==> src/rtl/pll_seq_pkg.sv <==
// ---------------------------------------------------------------------------
// pll_seq_pkg
// Shared definitions for the PLL sequencer CSR block: channel FSM state
// encoding, CSR opcode offsets relative to the block base, and the maximum
// number of PLL channels the register layout can hold.
// ---------------------------------------------------------------------------
package pll_seq_pkg;

    // Register fields are laid out as four channel bits per nibble.
    localparam int MAX_PLLS = 4;

    // Opcode offsets from PLL_CSR_BASE.
    localparam logic [7:0] OFS_CTRL   = 8'd0;
    localparam logic [7:0] OFS_STATUS = 8'd1;
    localparam logic [7:0] OFS_CLR    = 8'd2;
    localparam logic [7:0] OFS_STATE  = 8'd3;

    typedef enum logic [2:0] {
        ST_OFF    = 3'd0,
        ST_PWRUP  = 3'd1,
        ST_LOCKED = 3'd2,
        ST_DRAIN  = 3'd3,
        ST_FAULT  = 3'd4
    } pll_state_e;

    // 2-bit code reported in the STATE register. FAULT reads as 0; software
    // tells it apart from OFF through the fault bit in STATUS.
    function automatic logic [1:0] state_code(input pll_state_e s);
        return (s == ST_FAULT) ? 2'd0 : s[1:0];
    endfunction

endpackage

==> src/rtl/pll_seq_channel.sv <==
// ---------------------------------------------------------------------------
// pll_seq_channel
// One PLL channel: lock synchroniser, saturating timer, power sequencing FSM
// and its registered outputs. All state updates on the falling SPI clock edge.
//
// Ports
//   spi_clock_in      SPI clock (falling edge active)
//   spi_reset_n_in    asynchronous active-low reset
//   pll_locked_i      raw PLL lock, asynchronous to spi_clock_in
//   en_req_i          enable request from the CTRL register
//   rd_req_i          SPI-read request from the CTRL register
//   clr_i             one-cycle fault clear strobe
//   lock_s_o          synchronised lock
//   fault_o           registered fault flag
//   fault_d_o         fault flag the channel will hold after the next edge
//   pllpowerdown_n_o  1 = PLL powered
//   read_en_o         1 = SPI clock reads the image buffer
//   state_code_o      2-bit state code for the STATE register
// ---------------------------------------------------------------------------
module pll_seq_channel
    import pll_seq_pkg::*;
#(
    parameter int LOCK_SYNC_STAGES = 2,
    parameter int LOCK_TIMEOUT     = 255,
    parameter int SWITCH_SETTLE    = 4
) (
    input  logic       spi_clock_in,
    input  logic       spi_reset_n_in,
    input  logic       pll_locked_i,
    input  logic       en_req_i,
    input  logic       rd_req_i,
    input  logic       clr_i,
    output logic       lock_s_o,
    output logic       fault_o,
    output logic       fault_d_o,
    output logic       pllpowerdown_n_o,
    output logic       read_en_o,
    output logic [1:0] state_code_o
);

    localparam int TIMER_TOP = (LOCK_TIMEOUT > SWITCH_SETTLE) ? LOCK_TIMEOUT : SWITCH_SETTLE;
    localparam int TW        = $clog2(TIMER_TOP + 1);

    localparam logic [TW-1:0] TIMER_SAT    = '1;
    localparam logic [TW-1:0] TIMEOUT_LAST = TW'(LOCK_TIMEOUT - 1);
    localparam logic [TW-1:0] SETTLE_LAST  = TW'(SWITCH_SETTLE - 1);

    logic [LOCK_SYNC_STAGES-1:0] sync_q;
    pll_state_e                  state_q, state_d;
    logic [TW-1:0]               timer_q, timer_d;
    logic                        pd_n_q, read_en_q, fault_q;
    logic                        lock_s;

    assign lock_s = sync_q[LOCK_SYNC_STAGES-1];

    // NOTE: every signal driven here gets a default first, so no path leaves
    // it unassigned and no latch is inferred.
    always_comb begin
        state_d = state_q;
        // Free-running saturating count; cleared on entry to the timed states.
        timer_d = (timer_q == TIMER_SAT) ? timer_q : timer_q + TW'(1);
        case (state_q)
            ST_OFF: begin
                if (en_req_i) begin
                    state_d = ST_PWRUP;
                    timer_d = '0;
                end
            end
            ST_PWRUP: begin
                // Lock is checked first so a lock arriving on the timeout
                // cycle is not reported as a fault.
                if (lock_s)                        state_d = ST_LOCKED;
                else if (!en_req_i)                state_d = ST_OFF;
                else if (timer_q == TIMEOUT_LAST)  state_d = ST_FAULT;
            end
            ST_LOCKED: begin
                // Losing lock outranks a disable request.
                if (!lock_s) begin
                    state_d = ST_FAULT;
                end else if (!en_req_i) begin
                    state_d = ST_DRAIN;
                    timer_d = '0;
                end
            end
            ST_DRAIN: begin
                // Runs to completion even if re-enabled meanwhile.
                if (timer_q == SETTLE_LAST) state_d = ST_OFF;
            end
            ST_FAULT: begin
                if (clr_i) state_d = ST_OFF;
            end
            default: state_d = ST_OFF;
        endcase
    end

    // NOTE: sequential state uses non-blocking assignments only, so every
    // register samples pre-edge values regardless of statement order.
    always_ff @(negedge spi_clock_in or negedge spi_reset_n_in) begin
        if (!spi_reset_n_in) begin
            sync_q    <= '0;
            state_q   <= ST_OFF;
            timer_q   <= '0;
            pd_n_q    <= 1'b0;
            read_en_q <= 1'b1;
            fault_q   <= 1'b0;
        end else begin
            sync_q  <= {sync_q[LOCK_SYNC_STAGES-2:0], pll_locked_i};
            state_q <= state_d;
            timer_q <= timer_d;
            // Outputs follow the next state so they move on the same edge
            // as the state. The buffer is only handed back to the SPI clock
            // off-LOCKED, which keeps read_en high whenever the PLL is down.
            pd_n_q    <= (state_d == ST_PWRUP) || (state_d == ST_LOCKED) || (state_d == ST_DRAIN);
            read_en_q <= (state_d == ST_LOCKED) ? rd_req_i : 1'b1;
            fault_q   <= (state_d == ST_FAULT);
        end
    end

    assign lock_s_o         = lock_s;
    assign fault_o          = fault_q;
    assign fault_d_o        = (state_d == ST_FAULT);
    assign pllpowerdown_n_o = pd_n_q;
    assign read_en_o        = read_en_q;
    assign state_code_o     = state_code(state_q);

endmodule

==> src/rtl/pll_seq_csr.sv <==
// ---------------------------------------------------------------------------
// pll_seq_csr
// CSR front end for up to four PLL channels. Decodes four opcodes from
// PLL_CSR_BASE: CTRL (write en/rd masks), STATUS (read lock/fault),
// CLR (write fault clear), STATE (read per-channel state codes).
//
// Ports
//   spi_clock_in          SPI clock, falling edge active
//   spi_reset_n_in        asynchronous active-low reset
//   opcode_in             register opcode
//   operand_in            write data
//   operand_valid_in      write qualifier, one cycle
//   response_out          combinational read data
//   pllpowerdown_n        per channel, 1 = PLL on (registered)
//   image_buffer_read_en  per channel, 1 = SPI clock reads image buffer
//   pll_locked            raw PLL lock inputs (asynchronous)
//   fault_out             OR of all channel fault flags (registered)
// ---------------------------------------------------------------------------
module pll_seq_csr
    import pll_seq_pkg::*;
#(
    parameter logic [7:0] PLL_CSR_BASE     = 8'h40,
    parameter int         NUM_PLLS         = 1,
    parameter logic [3:0] EN_DEFAULT       = 4'b0001,
    parameter int         LOCK_SYNC_STAGES = 2,
    parameter int         LOCK_TIMEOUT     = 255,
    parameter int         SWITCH_SETTLE    = 4
) (
    input  logic                spi_clock_in,
    input  logic                spi_reset_n_in,
    input  logic [7:0]          opcode_in,
    input  logic [7:0]          operand_in,
    input  logic                operand_valid_in,
    output logic [7:0]          response_out,
    output logic [NUM_PLLS-1:0] pllpowerdown_n,
    output logic [NUM_PLLS-1:0] image_buffer_read_en,
    input  logic [NUM_PLLS-1:0] pll_locked,
    output logic                fault_out
);

    localparam logic [7:0] ADDR_CTRL   = PLL_CSR_BASE + OFS_CTRL;
    localparam logic [7:0] ADDR_STATUS = PLL_CSR_BASE + OFS_STATUS;
    localparam logic [7:0] ADDR_CLR    = PLL_CSR_BASE + OFS_CLR;
    localparam logic [7:0] ADDR_STATE  = PLL_CSR_BASE + OFS_STATE;

    logic                     ctrl_wr, clr_wr;
    logic [NUM_PLLS-1:0]      en_req_q, rd_req_q, clr;
    logic [NUM_PLLS-1:0]      lock_s, fault_flag, fault_next;
    logic [NUM_PLLS-1:0][1:0] ch_code;
    logic                     fault_out_q;
    logic                     unused_operand;

    assign ctrl_wr = operand_valid_in && (opcode_in == ADDR_CTRL);
    assign clr_wr  = operand_valid_in && (opcode_in == ADDR_CLR);
    // The clear strobe goes straight to the channels so FAULT leaves on the
    // same edge that accepts the write.
    assign clr     = clr_wr ? operand_in[NUM_PLLS-1:0] : '0;

    // Mask bits above NUM_PLLS are accepted on the bus and dropped.
    assign unused_operand = ^operand_in;

    always_ff @(negedge spi_clock_in or negedge spi_reset_n_in) begin
        if (!spi_reset_n_in) begin
            en_req_q    <= EN_DEFAULT[NUM_PLLS-1:0];
            rd_req_q    <= '0;
            fault_out_q <= 1'b0;
        end else begin
            if (ctrl_wr) begin
                en_req_q <= operand_in[NUM_PLLS-1:0];
                rd_req_q <= operand_in[MAX_PLLS +: NUM_PLLS];
            end
            // Built from next-state flags so it rises with the channel flag.
            fault_out_q <= |fault_next;
        end
    end

    for (genvar g = 0; g < NUM_PLLS; g++) begin : g_ch
        pll_seq_channel #(
            .LOCK_SYNC_STAGES (LOCK_SYNC_STAGES),
            .LOCK_TIMEOUT     (LOCK_TIMEOUT),
            .SWITCH_SETTLE    (SWITCH_SETTLE)
        ) u_ch (
            .spi_clock_in     (spi_clock_in),
            .spi_reset_n_in   (spi_reset_n_in),
            .pll_locked_i     (pll_locked[g]),
            .en_req_i         (en_req_q[g]),
            .rd_req_i         (rd_req_q[g]),
            .clr_i            (clr[g]),
            .lock_s_o         (lock_s[g]),
            .fault_o          (fault_flag[g]),
            .fault_d_o        (fault_next[g]),
            .pllpowerdown_n_o (pllpowerdown_n[g]),
            .read_en_o        (image_buffer_read_en[g]),
            .state_code_o     (ch_code[g])
        );
    end

    always_comb begin
        response_out = '0;
        case (opcode_in)
            ADDR_STATUS: begin
                for (int i = 0; i < NUM_PLLS; i++) begin
                    response_out[i]            = lock_s[i];
                    response_out[MAX_PLLS + i] = fault_flag[i];
                end
            end
            ADDR_STATE: begin
                for (int i = 0; i < NUM_PLLS; i++) begin
                    response_out[2*i +: 2] = ch_code[i];
                end
            end
            default: ;
        endcase
    end

    assign fault_out = fault_out_q;

endmodule

==> config.mk <==
export PLATFORM = sky130hd
export DESIGN_NAME = pll_seq_csr
export DESIGN_NICKNAME = d
export VERILOG_FILES = /design/src/rtl/pll_seq_pkg.sv /design/src/rtl/pll_seq_channel.sv /design/src/rtl/pll_seq_csr.sv
export SDC_FILE = /design/constraint.sdc
export NUM_CORES = 1
export LEC_CHECK = 0
export BUFFER_PORTS_ARGS = -buffer_cell sky130_fd_sc_hd__buf_2
export CAP_MARGIN = 20
export CORE_MARGIN = 3
export CORE_UTILIZATION = 50
export CTS_BUF_LIST = sky130_fd_sc_hd__clkbuf_8 sky130_fd_sc_hd__clkbuf_16
export CTS_CLUSTER_SIZE = 40
export DETAILED_ROUTE_END_ITERATION = 8
export HOLD_SLACK_MARGIN = 0.1
export PLACE_DENSITY = 0.78
export RECOVER_POWER = 50
export SETUP_SLACK_MARGIN = 0.15
export SYNTH_ARGS = -nofsm -noshare
export SYNTH_HDL_FRONTEND = slang
export SYNTH_HIERARCHICAL = 1
export SYNTH_SLANG_ARGS = --single-unit
==> constraint.sdc <==
create_clock -name spi_clock_in -period 2.2 [get_ports spi_clock_in]
set_input_delay 0 -clock spi_clock_in [delete_from_list [all_inputs] [get_ports spi_clock_in]]
set_output_delay 0 -clock spi_clock_in [all_outputs]
set_load 0.01 [all_outputs]
==> flow_metrics.py, run 1 <==
metrics = {
    "sta": {
        "finalWorstSetupSlack_ns": 0.00580,
        "report.final.slew_viol_count": 0,
        "clock_skew_ns": 0.0471,
        "setup_viol": 0,
        "final_hold_viol_count": 0,
        "slew_headroom": 0.331,
        "rsz0062_at_grt": "true",
        "worstMarginPinSlew_ns": 1.00,
        "hold_ws_ns": 0.298,
    },
    "placed_design": {
        "place.gp.congestion": 0.786,
        "dp_slack_ns": -0.281,
        "dp_hpwl_mm": 1.53,
        "numPortBuffers": 19,
    },
    "setup_path": {
        "cp-end-kind": "register",
        "worstPathArrival_ns": 1.33,
        "crit_path_top_delay_cell": "or4b_4",
        "required_ns": 1.33,
        "critical_path_class": "primary input to register",
        "max_stage_delay_ns": 0.56,
        "critPathMaxFanout": 2,
        "cp_cell_sequence": "buf_6 -> or4b_4 -> nor3_4 -> buf_4 -> mux2_4",
        "start_kind": "primary input",
    },
    "drt": {
        "drc": 0,
        "wl_per_cell_um": 14.6,
        "finalWirelength_mm": 2.19,
        "via_count": 834,
        "final_antenna_net_count": 0,
        "viasPerCell": 5.56,
        "dr.pass1.iters": 4,
        "drt_iter0_markers": 21,
    },
    "grt": {
        "grt_overflow": 0,
        "grt_util_all_layers": 0.189,
        "antenna_found_initial": 0,
        "grt_pass1_vias": 826,
        "grt_pass1_wl_mm": 3.68,
        "grt_max_degree": 20,
    },
    "synth": {
        "yosysSeqAreaShare": 0.467,
        "yosysUniqueCellTypes": 38,
        "yosys_warnings": 6,
        "avgSynthCellArea_um2": 10.4,
        "syn_area_um2": 1020,
        "ys_ff_latch": 19,
        "syn_inst": 98,
    },
    "floorplanning": {
        "row_count": 15,
        "die_w_um": 51.2,
        "die_h_um": 51.2,
        "coreArea_um2": 1820,
        "dieArea_um2": 2630,
        "io_pins": 31,
        "start_util": 0.562,
    },
    "cells_and_area": {
        "syn2layout_area_growth_pct": 25.3,
        "nFillCells": 135,
        "mostFrequentLayoutCells": "17 x dfrtn_1, 15 x buf_2, 9 x buf_4",
        "nNetsFinal": 148,
        "drive_gt1_frac": 0.376,
        "final_common_cell": "dfrtn_1",
        "diodes": 0,
    },
    "clock_tree": {
        "numCtsBuffers": 3,
        "clkLatencyLatePin_ns": 0.31,
        "path_clk_slew_ns": 0.05,
        "clk_path_buf_depth": 2,
        "hold_buffers": 0,
        "cts.sinks": 19,
        "cts_tree": "done",
        "h-tree-depth": 1,
        "cts-root-buf": "clkbuf_8",
    },
    "run_status": {
        "status": "finished clean",
    },
    "run": {
        "drv_cap": 0,
    },
    "power_and_ir_drop": {
        "power.density_nw_per_um2": 817,
        "peakVddDrop_mv": 0.515,
        "leakagePower_nw": 0.583,
    },
    "worst_hold_path": {
        "hold_class": "register to register",
    },
}
[kinds of logic after synthesis]
group,share of synthesized area
mux,0.0416
fa+ha+maj,0.0244
buf+inv,0.0685
xor+xnor,0.0428
simple gates,0.247
other cells,0.00366
compound gates,0.105
flops,0.467
[cells in the mapped netlist]
master     number  share of area
dfstp_2         2          0.051
a311o_1         1         0.0098
nand3_2         1         0.0098
mux2_2          2          0.022
o211ai_1        1         0.0073
a211oi_1        1         0.0073
a21oi_1         4          0.020
nand2b_1        2          0.012
mux2i_1         2          0.020
nand4bb_1       2          0.022
a211oi_2        2          0.024
nor4_1          1         0.0061
nand4_1         1         0.0061
nand2_1         6          0.022
inv_1           4          0.015
or4b_2          1         0.0098
o21ai_0         1         0.0049
buf_4           5          0.037
and3_1          3          0.018
or3_1           2          0.012
conb_1          1         0.0037
dfrtn_1        17           0.42
nand3b_1        1         0.0073
ha_1            2          0.024
nor3b_2         1          0.012
xnor2_1         3          0.026
or4b_4          2          0.027
nor4b_1         1         0.0086
o32ai_1         2          0.017
nor3_1          3          0.015
nor3b_1         2          0.015
xor2_1          2          0.017
buf_2           2         0.0098
a31oi_1         1         0.0061
nor2_1          8          0.029
a211o_1         1         0.0086
clkbuf_1        2         0.0073
nand3_1         3          0.015
[repair_timing]
| item | in CTS | in global routing |
|---|---|---|
| resized for setup | 5 | 3 |
| setup buffers | 4 | 2 |
| cloned | 0 | 0 |
| pin swaps | 8 | 1 |
| setup endpoints to repair | 8 | 8 |
[registers in the layout (all words and copies together), names as in the netlist]
name / cells
g_ch.u_ch/timer_q: 8
g_ch.u_ch/state_q: 3
g_ch.u_ch/sync_q: 2
en_req_q: 1
fault_out: 1
g_ch.u_ch/fault_o: 1
g_ch.u_ch/pllpowerdown_n_o: 1
g_ch.u_ch/read_en_o: 1
rd_req_q: 1
[final timing paths]
path	start	to	slack [ns]	depth (start not counted)
setup / recovery	opcode_in[2]	en_req_q	0.006	5
hold / removal	g_ch[0].u_ch/sync_q[0]	g_ch[0].u_ch/sync_q[1]	0.30	0
setup reg to reg	g_ch[0].u_ch/timer_q[0]	g_ch[0].u_ch/timer_q[0]	0.42	5
hold reg to reg	g_ch[0].u_ch/sync_q[0]	g_ch[0].u_ch/sync_q[1]	0.30	0
max in group asynchronous	spi_reset_n_in	rd_req_q	0.71	1
min in group asynchronous	spi_reset_n_in	g_ch[0].u_ch/timer_q[5]	0.86	1
[cell type report]
class,count,area [µm²],area share
inverter,2,7.51,0.00585
clock buffer,3,41.3,0.0322
sequential,19,478,0.373
timing repair buffer,28,180,0.140
tap,25,31.3,0.0244
clock inverter,3,11.3,0.00878
multi-input combinational,70,533,0.416
[critical path, delay by kind of cell]
kind / cells / cell delay (ns)
simple gates: 2 / 0.79
mux: 1 / 0.30
buf+inv: 2 / 0.24
[where the power goes]
| group | switching, mW | internal [mW] |
|---|---|---|
| clock network | 0.124 | 0.130 |
| registers | 0.105 | 0.430 |
| logic | 0.124 | 0.136 |
| total | 0.352 | 0.696 |
[through the flow]
step           utilization  cells  TNS (ns)  area, µm²  total power [mW]
2_1_floorplan            -    102    -0.482       1060             0.723
3_3_place_gp         0.632    140     -1.21       1150             0.777
3_5_place_dp         0.632    140     -1.33       1150             0.798
4_1_cts              0.689    148         0       1250              1.05
5_1_grt              0.704    150   -0.0518       1280              1.11
6_report             0.704    150         0       1280              1.05
[layer usage]
layer,track usage,part of all wire
met1,0.246,0.46
met2,0.303,0.48
met3,0.0379,0.038
met4,0.0873,0.018
met5,0,0
No activity file was read; power rests on OpenSTA's default activity.
==> run 2: changes to the inputs <==
--- a/config.mk
+++ b/config.mk
@@ -7,13 +7,13 @@
 export LEC_CHECK = 0
 export BUFFER_PORTS_ARGS = -buffer_cell sky130_fd_sc_hd__buf_2
 export CAP_MARGIN = 20
-export CORE_MARGIN = 3
-export CORE_UTILIZATION = 50
+export CORE_UTILIZATION = 53
 export CTS_BUF_LIST = sky130_fd_sc_hd__clkbuf_8 sky130_fd_sc_hd__clkbuf_16
+export CTS_CLUSTER_DIAMETER = 40
 export CTS_CLUSTER_SIZE = 40
 export DETAILED_ROUTE_END_ITERATION = 8
 export HOLD_SLACK_MARGIN = 0.1
-export PLACE_DENSITY = 0.78
+export PLACE_DENSITY = 0.82
 export RECOVER_POWER = 50
 export SETUP_SLACK_MARGIN = 0.15
 export SYNTH_ARGS = -nofsm -noshare
==> constraint.sdc (replaced) <==
create_clock -name spi_clock_in -period 2.7 [get_ports spi_clock_in]
set_input_delay 0 -clock spi_clock_in [delete_from_list [all_inputs] [get_ports spi_clock_in]]
set_output_delay 0 -clock spi_clock_in [all_outputs]
set_load 0.01 [all_outputs]
==> flow_metrics.py, run 2 (same netlist as run 1, synthesis figures left out) <==
metrics = {
    "run_status": {
        "status": "finished clean",
    },
    "worst_hold_path": {
        "holdPathStages": 0,
        "holdCritStartpoint": "g_ch[0].u_ch/sync_q[0]",
        "whs_endpoint": "g_ch[0].u_ch/sync_q[1]",
        "hold_class": "register to register",
    },
    "grt": {
        "grt_overflow": 0,
        "grt_pass1_wl_mm": 3.06,
        "grt_util_all_layers": 0.203,
        "grt_pass1_vias": 737,
        "grt_max_degree": 20,
        "antenna_found_initial": 0,
    },
    "drt": {
        "final_antenna_net_count": 0,
        "drt_iter0_markers": 21,
        "drc": 0,
        "viasPerCell": 5.47,
        "finalWirelength_mm": 1.84,
        "dr.pass1.iters": 4,
        "via_count": 798,
        "wl_per_cell_um": 12.6,
    },
    "power_and_ir_drop": {
        "p_int_uw": 559,
        "combPwrFrac": 0.243,
        "pwr-share-seq": 0.521,
        "p_clk_frac": 0.236,
        "power.density_nw_per_um2": 686,
        "p_sw_frac": 0.329,
        "peakVddDrop_mv": 0.571,
        "power.switching_uw": 274,
        "leakagePower_nw": 0.553,
    },
    "cells_and_area": {
        "diodes": 0,
        "seq_area_um2": 478,
        "largest_reg_flops": 8,
        "mostFrequentLayoutCells": "18 x buf_2, 17 x dfrtn_1, 8 x nor2_1",
        "final_util": 0.689,
        "finalNonFillerCells": 146,
        "multi_input_area_um2": 514,
        "nNetsFinal": 144,
        "reg_top3": "g_ch.u_ch/timer_q (8), g_ch.u_ch/state_q (3), g_ch.u_ch/sync_q (2)",
        "syn2layout_area_growth_pct": 18.7,
        "final_common_cell": "buf_2",
        "nFillCells": 137,
        "drive_gt1_frac": 0.322,
        "regMostFlops": "g_ch.u_ch/timer_q",
    },
    "placed_design": {
        "numPortBuffers": 19,
        "dp_hpwl_mm": 1.34,
        "dp.cells": 137,
        "place.gp.congestion": 0.791,
    },
    "clock_tree": {
        "path_clk_slew_ns": 0.05,
        "numCtsBuffers": 3,
        "h-tree-depth": 1,
        "clkLatencyLatePin_ns": 0.31,
        "cts-root-buf": "clkbuf_8",
        "cts.sinks": 19,
        "cts_tree": "done",
        "clk_path_buf_depth": 2,
    },
    "setup_path": {
        "cp-end-kind": "primary output",
        "start_kind": "register",
        "worstPathArrival_ns": 2.47,
        "r2r_start": "g_ch[0].u_ch/timer_q[0]",
        "required_ns": 2.70,
        "critPathMaxFanout": 7,
        "crit_start": "g_ch[0].u_ch/state_q[0]",
        "reg2reg_slack_ns": 0.97,
        "r2r-end": "g_ch[0].u_ch/timer_q[0]",
        "critical_path_class": "register to primary output",
        "ff2ff_path_depth": 5,
    },
    "sta": {
        "worstMarginPinSlew_ns": 0.949,
        "tns_ns": 0,
        "clock_skew_ns": 0.0505,
        "setup_viol": 0,
        "report.final.slew_viol_count": 0,
        "hold_ws_ns": 0.300,
        "rsz0062_at_grt": "false",
        "slew_headroom": 0.368,
        "final_hold_viol_count": 0,
    },
    "floorplanning": {
        "die_w_um": 45.9,
        "die_h_um": 45.9,
        "row_count": 15,
        "io_pins": 31,
        "start_util": 0.580,
        "coreArea_um2": 1760,
        "dieArea_um2": 2110,
    },
    "run": {
        "drv_cap": 0,
    },
}
run 2: cell count changes in the layout (fill, tap and decap cells not counted), sizes merged:
cell,before,now
buf,27,23
run 2: metal layers:
metal / vias up / GRT usage / share of wire
met5: - / 0 / 0
met4: 0 / 0.0882 / 0.011
met3: 2 / 0.0397 / 0.032
met2: 20 / 0.330 / 0.49
met1: 387 / 0.261 / 0.46
li1: 389 / - / -
run 2: area by class of cell:
type | count | share of cell area
Tap cell | 25 | 0.0257
Sequential cell | 19 | 0.393
Clock buffer | 3 | 0.0340
Inverter | 2 | 0.00618
Timing Repair Buffer | 24 | 0.108
Clock inverter | 3 | 0.00927
Multi-Input combinational cell | 70 | 0.423
run 2: worst max-delay path: stages, from the launching register on:
cell and delay, ns:
dfrtn_1 0.52, mux2i_1 0.11, nor2_1 0.09, buf_2 0.14
run 2: worst max path at each step:
stage          cells after the start              endpoint  slack [ns]
2_1_floorplan                      3              rd_req_q        0.12
3_3_place_gp                       6             fault_out       -0.06
3_5_place_dp                       6  g_ch[0].u_ch/fault_o       -0.08
4_1_cts                            3       response_out[0]        0.15
5_1_grt                            3       response_out[0]        0.14
6_report                           3       response_out[0]        0.23
run 2: per-stage QoR:
step                      area [µm²]  setup WS [ns]  power [mW]
after floorplan                 1060          0.124       0.589
after global placement          1130        -0.0636       0.632
after detailed placement        1130        -0.0827       0.645
after CTS                       1170          0.153       0.839
after global routing            1210          0.136       0.888
final                           1210          0.227       0.833
run 2: power by group through the flow:
stage	Combinational, mW	Clock, mW	Sequential (mW)
5_1_grt	0.224	0.219	0.444
3_3_place_gp	0.192	0.00927	0.431
3_5_place_dp	0.202	0.00927	0.434
4_1_cts	0.203	0.204	0.432
6_report	0.203	0.196	0.434
2_1_floorplan	0.162	0.00927	0.418
run 2: timing repair:
action	4_1_cts	5_1_grt
hold endpoints to repair	0	0
endpoints found under the setup margin	0	4
buffers inserted	0	5
resized for setup	0	1
hold buffers	0	0
==> run 3: changes to the inputs <==
--- a/config.mk
+++ b/config.mk
@@ -5,7 +5,7 @@
 export SDC_FILE = /design/constraint.sdc
 export NUM_CORES = 1
 export LEC_CHECK = 0
-export BUFFER_PORTS_ARGS = -buffer_cell sky130_fd_sc_hd__buf_2
+export BUFFER_PORTS_ARGS = -buffer_cell sky130_fd_sc_hd__buf_4
 export CAP_MARGIN = 20
 export CORE_UTILIZATION = 53
 export CTS_BUF_LIST = sky130_fd_sc_hd__clkbuf_8 sky130_fd_sc_hd__clkbuf_16
==> flow_metrics.py, run 3 (same netlist as run 1, synthesis figures left out) <==
metrics = {
    "run_status": {
        "status": "finished clean",
    },
    "setup_path": {
        "r2r-end": "g_ch[0].u_ch/timer_q[0]",
        "crit_start": "opcode_in[5]",
        "critPathMaxFanout": 3,
        "ff2ff_path_depth": 5,
        "critical_path_class": "primary input to register",
        "start_kind": "primary input",
        "worstPathArrival_ns": 1.22,
        "reg2reg_slack_ns": 0.97,
        "r2r_start": "g_ch[0].u_ch/timer_q[0]",
        "required_ns": 1.45,
        "cp-end-kind": "register",
    },
    "drt": {
        "final_antenna_net_count": 0,
        "drc": 0,
        "via_count": 831,
        "viasPerCell": 5.77,
        "finalWirelength_mm": 2.00,
        "wl_per_cell_um": 13.9,
        "drt_iter0_markers": 33,
        "dr.pass1.iters": 4,
    },
    "cells_and_area": {
        "mostFrequentLayoutCells": "20 x buf_4, 17 x dfrtn_1, 8 x nor2_1",
        "finalNonFillerCells": 144,
        "nNetsFinal": 142,
        "design_area_um2": 1240,
        "drive_gt1_frac": 0.311,
        "reg_top3": "g_ch.u_ch/timer_q (8), g_ch.u_ch/state_q (3), g_ch.u_ch/sync_q (2)",
        "regMostFlops": "g_ch.u_ch/timer_q",
        "diodes": 0,
        "final_common_cell": "buf_4",
        "largest_reg_flops": 8,
        "syn2layout_area_growth_pct": 21.6,
    },
    "clock_tree": {
        "clkLatencyLatePin_ns": 0.32,
        "cts_tree": "done",
        "hold_buffers": 0,
        "clk_path_buf_depth": 2,
        "path_clk_slew_ns": 0.05,
        "cts.sinks": 19,
        "h-tree-depth": 1,
        "numCtsBuffers": 3,
        "cts-root-buf": "clkbuf_8",
    },
    "worst_hold_path": {
        "whs_endpoint": "g_ch[0].u_ch/sync_q[1]",
        "holdCritStartpoint": "g_ch[0].u_ch/sync_q[0]",
        "hold_class": "register to register",
        "holdPathStages": 0,
    },
    "sta": {
        "clock_skew_ns": 0.0520,
        "worstMarginPinSlew_ns": 0.953,
        "rsz0062_at_grt": "false",
        "setup_viol": 0,
        "tns_ns": 0,
        "report.final.slew_viol_count": 0,
        "slew_headroom": 0.364,
        "final_hold_viol_count": 0,
    },
    "floorplanning": {
        "start_util": 0.580,
        "io_pins": 31,
        "die_w_um": 45.9,
        "row_count": 15,
        "dieArea_um2": 2110,
        "die_h_um": 45.9,
        "coreArea_um2": 1760,
    },
    "grt": {
        "grt_pass1_wl_mm": 3.11,
        "grt_max_degree": 20,
        "grt_overflow": 0,
        "grt_util_all_layers": 0.213,
        "antenna_found_initial": 0,
        "grt_pass1_vias": 724,
    },
    "placed_design": {
        "numPortBuffers": 19,
        "place_area_um2": 1180,
        "dp.cells": 138,
        "place.gp.congestion": 0.840,
        "dp_hpwl_mm": 1.44,
    },
    "power_and_ir_drop": {
        "power.switching_uw": 275,
        "p_clk_frac": 0.237,
        "p_int_uw": 565,
        "combPwrFrac": 0.249,
        "leakagePower_nw": 0.555,
        "peakVddDrop_mv": 0.642,
        "p_sw_frac": 0.328,
        "power.density_nw_per_um2": 675,
        "pwr-share-seq": 0.514,
    },
    "run": {
        "drv_cap": 0,
    },
}
==> run 3: power by group through the flow <==
| stage | clock network [mW] | logic [mW] | registers, mW |
|---|---|---|---|
| after floorplan | 0.00927 | 0.162 | 0.418 |
| after global placement | 0.00927 | 0.200 | 0.431 |
| after detailed placement | 0.00927 | 0.206 | 0.434 |
| after CTS | 0.204 | 0.209 | 0.430 |
| after global routing | 0.215 | 0.230 | 0.440 |
| final | 0.199 | 0.209 | 0.432 |
==> run 3: timing repair <==
action                                  4_1_cts  5_1_grt
setup buffers                                 0        2
endpoints found under the setup margin        0        4
resized for setup                             0        1
endpoints found under the hold margin         0        0
==> run 3: final cells by class <==
class,instances,area (µm²)
clock buffers,3,41.3
clock inverters,3,11.3
fillers,148,519
inverters,2,7.51
multi-input cells,70,514
flip-flops and latches,19,478
well taps,25,31.3
repair buffers,22,161
==> run 3: worst max-delay path: stages <==
cell     delay, ns
buf_4         0.11
or4b_4        0.57
nor3_2        0.19
nor3b_1       0.07
nor2_1        0.16
o32ai_1       0.13
==> run 3: how the worst max path moves through the flow <==
stage	slack, ns	to
6_report	0.23	g_ch[0].u_ch/fault_o
5_1_grt	0.16	fault_out
3_5_place_dp	-0.06	g_ch[0].u_ch/fault_o
2_1_floorplan	0.12	rd_req_q
4_1_cts	0.21	g_ch[0].u_ch/fault_o
3_3_place_gp	-0.06	g_ch[0].u_ch/fault_o
==> run 3: metrics by stage <==
| stage | util | hold slack, ns | power (mW) | setup WS [ns] |
|---|---|---|---|---|
| 2_1_floorplan | - | 0.0336 | 0.589 | 0.124 |
| 3_3_place_gp | 0.671 | 0.293 | 0.640 | -0.0637 |
| 3_5_place_dp | 0.671 | 0.301 | 0.649 | -0.0593 |
| 4_1_cts | 0.696 | 0.301 | 0.843 | 0.214 |
| 5_1_grt | 0.706 | 0.312 | 0.885 | 0.161 |
| 6_report | 0.706 | 0.299 | 0.840 | 0.229 |
==> run 3: layer usage <==
metal	GRT usage	share of wire	up-vias
met2	0.352	0.51	41
met3	0.0397	0.057	2
met5	0	0	-
met1	0.262	0.42	404
met4	0.106	0.0080	0
li1	-	-	384
